File: src/rtl/ssd_pkg.sv
// Shared constants and state encoding for the seven-segment display scheduler.
// Pure definitions: no logic, no latency, no flow control.
package ssd_pkg;

  localparam int DEF_NUM_SRC      = 4;
  localparam int DEF_DWELL_CYCLES = 125000000;

  localparam logic [7:0] NONE_CODE = 8'h80;

  // Signed range ssd_driver can render on two digits
  localparam int DISP_MIN = -9;
  localparam int DISP_MAX = 99;

  typedef enum logic [1:0] {
    ST_IDLE   = 2'd0,
    ST_SHOW   = 2'd1,
    ST_URGENT = 2'd2
  } state_t;

endpackage

File: src/rtl/ssd_rr_pick.sv
// Circular first-set finder: lowest set req bit at or after start, wrapping.
// Purely combinational, zero latency; no flow control.
module ssd_rr_pick #(
  parameter int N = 4,
  localparam int IW = (N > 1) ? $clog2(N) : 1
) (
  input  logic [N-1:0]  req,
  input  logic [IW-1:0] start,
  output logic          found,
  output logic [IW-1:0] idx
);

  logic [IW-1:0] pos;

  always_comb begin
    found = 1'b0;
    idx   = '0;
    pos   = start;
    for (int k = 0; k < N; k++) begin
      if (!found && req[pos]) begin
        found = 1'b1;
        idx   = pos;
      end
      pos = (pos == IW'(N - 1)) ? '0 : pos + 1'b1;
    end
  end

endmodule

File: src/rtl/ssd_display_scheduler.sv
// Time-shares one 2-digit display among NUM_SRC sources: round-robin dwell, urgent preempt, hold.
// Outputs registered; ssd_value lags sel_id by one cycle. No backpressure: sources are sampled live.
module ssd_display_scheduler
  import ssd_pkg::*;
#(
  parameter int          NUM_SRC      = DEF_NUM_SRC,
  parameter int          DWELL_CYCLES = DEF_DWELL_CYCLES,
  parameter logic [7:0]  NONE_CODE    = ssd_pkg::NONE_CODE,
  localparam int SW = $clog2(NUM_SRC),
  localparam int CW = (DWELL_CYCLES > 1) ? $clog2(DWELL_CYCLES) : 1
) (
  input  logic                   clk,
  input  logic                   reset_n,
  input  logic [NUM_SRC-1:0]     src_valid,
  input  logic [NUM_SRC-1:0]     src_urgent,
  input  logic [8*NUM_SRC-1:0]   src_data,
  input  logic                   hold,
  output logic [7:0]             ssd_value,
  output logic [SW-1:0]          sel_id,
  output logic                   disp_valid,
  output logic [NUM_SRC-1:0]     src_ack
);

  state_t             state, state_nxt;
  logic [SW-1:0]      sel_nxt;
  logic [SW-1:0]      rr_ptr, rr_nxt;
  logic [CW-1:0]      cnt, cnt_nxt;
  logic [NUM_SRC-1:0] ack_nxt;

  logic [NUM_SRC-1:0] urg_req;
  logic [SW-1:0]      sel_inc;
  logic [SW-1:0]      rr_start;
  logic               rr_found, urg_found;
  logic [SW-1:0]      rr_idx, urg_idx;
  logic               last_cnt;

  assign urg_req  = src_urgent & src_valid;
  assign sel_inc  = (sel_id == SW'(NUM_SRC - 1)) ? '0 : sel_id + 1'b1;
  // While showing, search strictly after the current source so it comes up last
  assign rr_start = (state == ST_SHOW) ? sel_inc : rr_ptr;
  assign last_cnt = (cnt == CW'(DWELL_CYCLES - 1));

  ssd_rr_pick #(.N(NUM_SRC)) u_rr_pick (
    .req   (src_valid),
    .start (rr_start),
    .found (rr_found),
    .idx   (rr_idx)
  );

  ssd_rr_pick #(.N(NUM_SRC)) u_urg_pick (
    .req   (urg_req),
    .start ('0),
    .found (urg_found),
    .idx   (urg_idx)
  );

  always_comb begin
    state_nxt = state;
    sel_nxt   = sel_id;
    cnt_nxt   = cnt;
    rr_nxt    = rr_ptr;
    ack_nxt   = '0;
    case (state)
      ST_IDLE: begin
        cnt_nxt = '0;
        if (urg_found) begin
          state_nxt = ST_URGENT;
          sel_nxt   = urg_idx;
        end else if (rr_found) begin
          state_nxt = ST_SHOW;
          sel_nxt   = rr_idx;
        end
      end
      ST_SHOW: begin
        rr_nxt = sel_inc;
        if (urg_found) begin
          state_nxt = ST_URGENT;
          sel_nxt   = urg_idx;
          cnt_nxt   = '0;
        end else if (!src_valid[sel_id]) begin
          cnt_nxt = '0;
          if (rr_found) sel_nxt = rr_idx;
          else state_nxt = ST_IDLE;
        end else if (last_cnt) begin
          ack_nxt[sel_id] = 1'b1;
          cnt_nxt         = '0;
          if (!hold) sel_nxt = rr_idx;
        end else begin
          cnt_nxt = cnt + 1'b1;
        end
      end
      ST_URGENT: begin
        // Lowest urgent index differing from sel means a lower one arrived or sel dropped
        if (urg_found && (urg_idx != sel_id)) begin
          sel_nxt = urg_idx;
          cnt_nxt = '0;
        end else if (!urg_found) begin
          cnt_nxt = '0;
          if (rr_found) begin
            state_nxt = ST_SHOW;
            sel_nxt   = rr_idx;
          end else begin
            state_nxt = ST_IDLE;
          end
        end else if (last_cnt) begin
          ack_nxt[sel_id] = 1'b1;
          cnt_nxt         = '0;
        end else begin
          cnt_nxt = cnt + 1'b1;
        end
      end
      default: begin
        state_nxt = ST_IDLE;
        cnt_nxt   = '0;
      end
    endcase
  end

  always_ff @(posedge clk or negedge reset_n) begin
    if (!reset_n) begin
      state      <= ST_IDLE;
      sel_id     <= '0;
      cnt        <= '0;
      rr_ptr     <= '0;
      src_ack    <= '0;
      ssd_value  <= NONE_CODE;
      disp_valid <= 1'b0;
    end else begin
      state      <= state_nxt;
      sel_id     <= sel_nxt;
      cnt        <= cnt_nxt;
      rr_ptr     <= rr_nxt;
      src_ack    <= ack_nxt;
      disp_valid <= (state != ST_IDLE);
      ssd_value  <= (state != ST_IDLE) ? src_data[{sel_id, 3'b000} +: 8] : NONE_CODE;
    end
  end

endmodule

File: config.mk
export PLATFORM = sky130hd
export DESIGN_NAME = ssd_display_scheduler
export DESIGN_NICKNAME = d
export VERILOG_FILES = /design/src/rtl/ssd_pkg.sv /design/src/rtl/ssd_rr_pick.sv /design/src/rtl/ssd_display_scheduler.sv
export SDC_FILE = /design/constraint.sdc
export NUM_CORES = 1
export LEC_CHECK = 0
export BUFFER_PORTS_ARGS = -buffer_cell sky130_fd_sc_hd__buf_2
export CAP_MARGIN = 20
export CORE_UTILIZATION = 55
export DETAILED_ROUTE_END_ITERATION = 8
export PLACE_DENSITY = 0.76
export SLEW_MARGIN = 20
export SYNTH_ARGS = -nofsm -noshare
export SYNTH_HDL_FRONTEND = slang
export SYNTH_SLANG_ARGS = --single-unit
File: constraint.sdc
create_clock -name clk -period 8.3 [get_ports clk]
set_clock_uncertainty 0.05 [all_clocks]
set_input_delay 0.415 -clock clk [delete_from_list [all_inputs] [get_ports clk]]
set_output_delay 0.415 -clock clk [all_outputs]
set_load 0.01 [all_outputs]
==> reports/qor.txt <==
Max IR drop VDD: 0.0001448 V
Layout Utilization: 66.34%
Ys flop type: dfrtp_1
Post-route ant nets: 0
Max_slew headroom: 33.40%
Asr flop ratio synth: 100.0%
Commonest non-fill, non-tap cell in the layout: buf_2
Final HPWL DP: 3834 um
Syn Inst Count: 268
Max-Cap Viols: 0
Die Span X: 72.49 um
Syn Area/Cell: 10.20 sq um
Slew Viols, Final: 0
Register area: 1152 sq um
Post-synth EDFFs: 0
Core Area: 4755 sq um
Via count: 2122
Cells after DPL: 384
F_max: 0.3250 GHz
Met3 Usage GRT: 5.833%
Worst slew pin tran: 0.9983 ns
Ant. Diodes: 0
R2R Setup Slk: 5.22 ns
Total gr overflow: 0
Crit Path Category: flop to flop
LEAKAGE: 1.395 nW
Setup TNS: 0 ns
Mapped Nets: 321
Total routed wirelength: 5272 um
Area taken by multi-input logic gates: 1505 sq um
Global-route wire length before repair: 9259 um
Gpl congestion: 0.8436
Largest net degree at the start of global routing: 47
Synth-to-Final Area Change: 15.43%
Hold Vio Cnt, Final: 0
Yosys reg bits: 46
Synth Cell Area: 2733 sq um
IO Count: 58
Status: completed
Total power: 0.7393 mW
Pre-CTS setup slack: 5.248 ns
H-tree levels: 2
Final worst slack: 5.223 ns
GRT Max-Usage Layer: met2
Ranking of synthesized cells by area: dfrtp_1 (41%), mux4_2 (7.4%), nor2_1 (5.2%), ha_1 (4.6%), xnor2_1 (4.2%)
Share of cells above drive strength 1: 26.46%
Port Buf Inserts: 57
Vias per cell: 5.413
Starting Density: 57.47%
Leading area contributor after synthesis: dfrtp_1
Synth top area share: 41.21%
Post-Layout Cell Count: 392
Number of global-route vias before repair: 2140
# fillers: 404
Initial antenna violation count: 0
Core Rows: 25
NumNets Final: 377
Setup-failing EPs final: 0
Min Hold Slack: 0.05782 ns
Met2 Use GR: 39.15%
CP endpoint kind: flop
1st-pass router iterations: 4
Synth warn: 0
Post-synth cell types: 51
Met1 Use GR: 27.99%
Most frequent cells in the layout: buf_2 (56), dfrtp_1 (45), nor2_1 (38), nand2_1 (23), and2_1 (17)
Total GRT Usage: 22.77%
CP arrival: 3.21 ns
Setup bufs post-CTS: 0
Clk_lat worst skew: 0.29 ns
Hold Crit Class: input port to async pin
Routed len/inst: 13.45 um
Design area: 3154 sq um
Worst-path clk slew: 0.08 ns
Critical path peak fanout: 19
CTS buffer count: 5
Root buffer cell: clkbuf_8
Crit path time final: 3.077 ns
Seq/Total Area, Yosys: 42.17%
Total die area: 5254 sq um
Tcrit/Tclk final: 37.08%
Clock Path Buffers: 2
PostCTS Resize Cnt: 0
Hold-fix buffers at CTS: 0
DP Area: 3060 sq um
CTS tree: done
DRC: 0
Die Span Y: 72.49 um
First-iteration detailed-routing DRC count: 130
Clk sinks: 46
Pwr dens: 234.4 nW/um^2
RSZ-0062 raised after global routing: false
Setup crit start kind: flop
Required @ worst endpoint: 8.43 ns
[flip-flops by register name (all words and copies together), names as in the netlist]
register	count
disp_valid	1
state	2
sel_id	2
cnt	27
src_ack	4
ssd_value	8
rr_ptr	2
[worst max-delay path, stage by stage (launching register included)]
cell,delay (ns)
dfrtp_1,0.92
inv_1,0.25
ha_1,0.36
mux2i_1,0.36
nand4_1,0.14
o2111ai_1,0.16
a21boi_0,0.14
o221a_2,0.27
o31a_1,0.30
[cell families after synthesis]
kind of cell,after synthesis,synth area share [%]
muxes,11,8.150
DFF,46,42.17
xor gates and xnor gates,26,8.333
buffers and inverters,17,2.747
AOI/OAI and AO/OA,32,9.569
adders and majority gates,10,4.579
and+or+nand+nor,126,24.45
[final timing paths]
kind,from,to,depth (start not counted)
max,sel_id[0],sel_id[0],8
min,reset_n,cnt[14],1
max reg2reg,sel_id[0],sel_id[0],8
min reg2reg,cnt[0],cnt[0],1
max in group asynchronous,reset_n,cnt[22],1
min in group clk,src_data[23],ssd_value[7],3
[metal layers]
| metal | up-vias | share of wire (%) |
|---|---|---|
| li1 | 1051 | - |
| met1 | 1013 | 46 |
| met2 | 51 | 49 |
| met3 | 7 | 4.4 |
| met4 | 0 | 1.3 |
| met5 | - | 0 |
[area by class of cell]
cell class	instances	share of cell area, %
Tap cell	67	2.658
Inverter	9	1.071
Clock buffer	7	2.737
Clock inverter	1	0.1587
Multi-Input combinational cell	205	47.72
Sequential cell	46	36.53
Timing Repair Buffer	57	9.123
[synthesized netlist by cell type, drive strengths merged, types with 2 or more instances]
library cell   n
dfrtp         45
nor2          38
nand2         23
and2          17
xnor2         13
xor2          13
ha            10
nand3         10
inv            9
mux4           9
nand4          8
nor3           6
a21oi          5
and3           5
buf            5
nor2b          5
nor4           4
a21boi         3
clkbuf         3
or4            3
a211oi         2
a22oi          2
a31oi          2
mux2i          2
nand2b         2
o21a           2
o21ai          2
o221a          2
o31a           2
o31ai          2
[where the power goes]
group	switching (mW)	internal (mW)	leakage, nW
Clock	0.0721	0.0672	0.0482
Combinational	0.147	0.149	0.727
Sequential	0.0458	0.259	0.619
Total	0.265	0.474	1.39
Note: power is estimated with default switching activity, not from simulation.
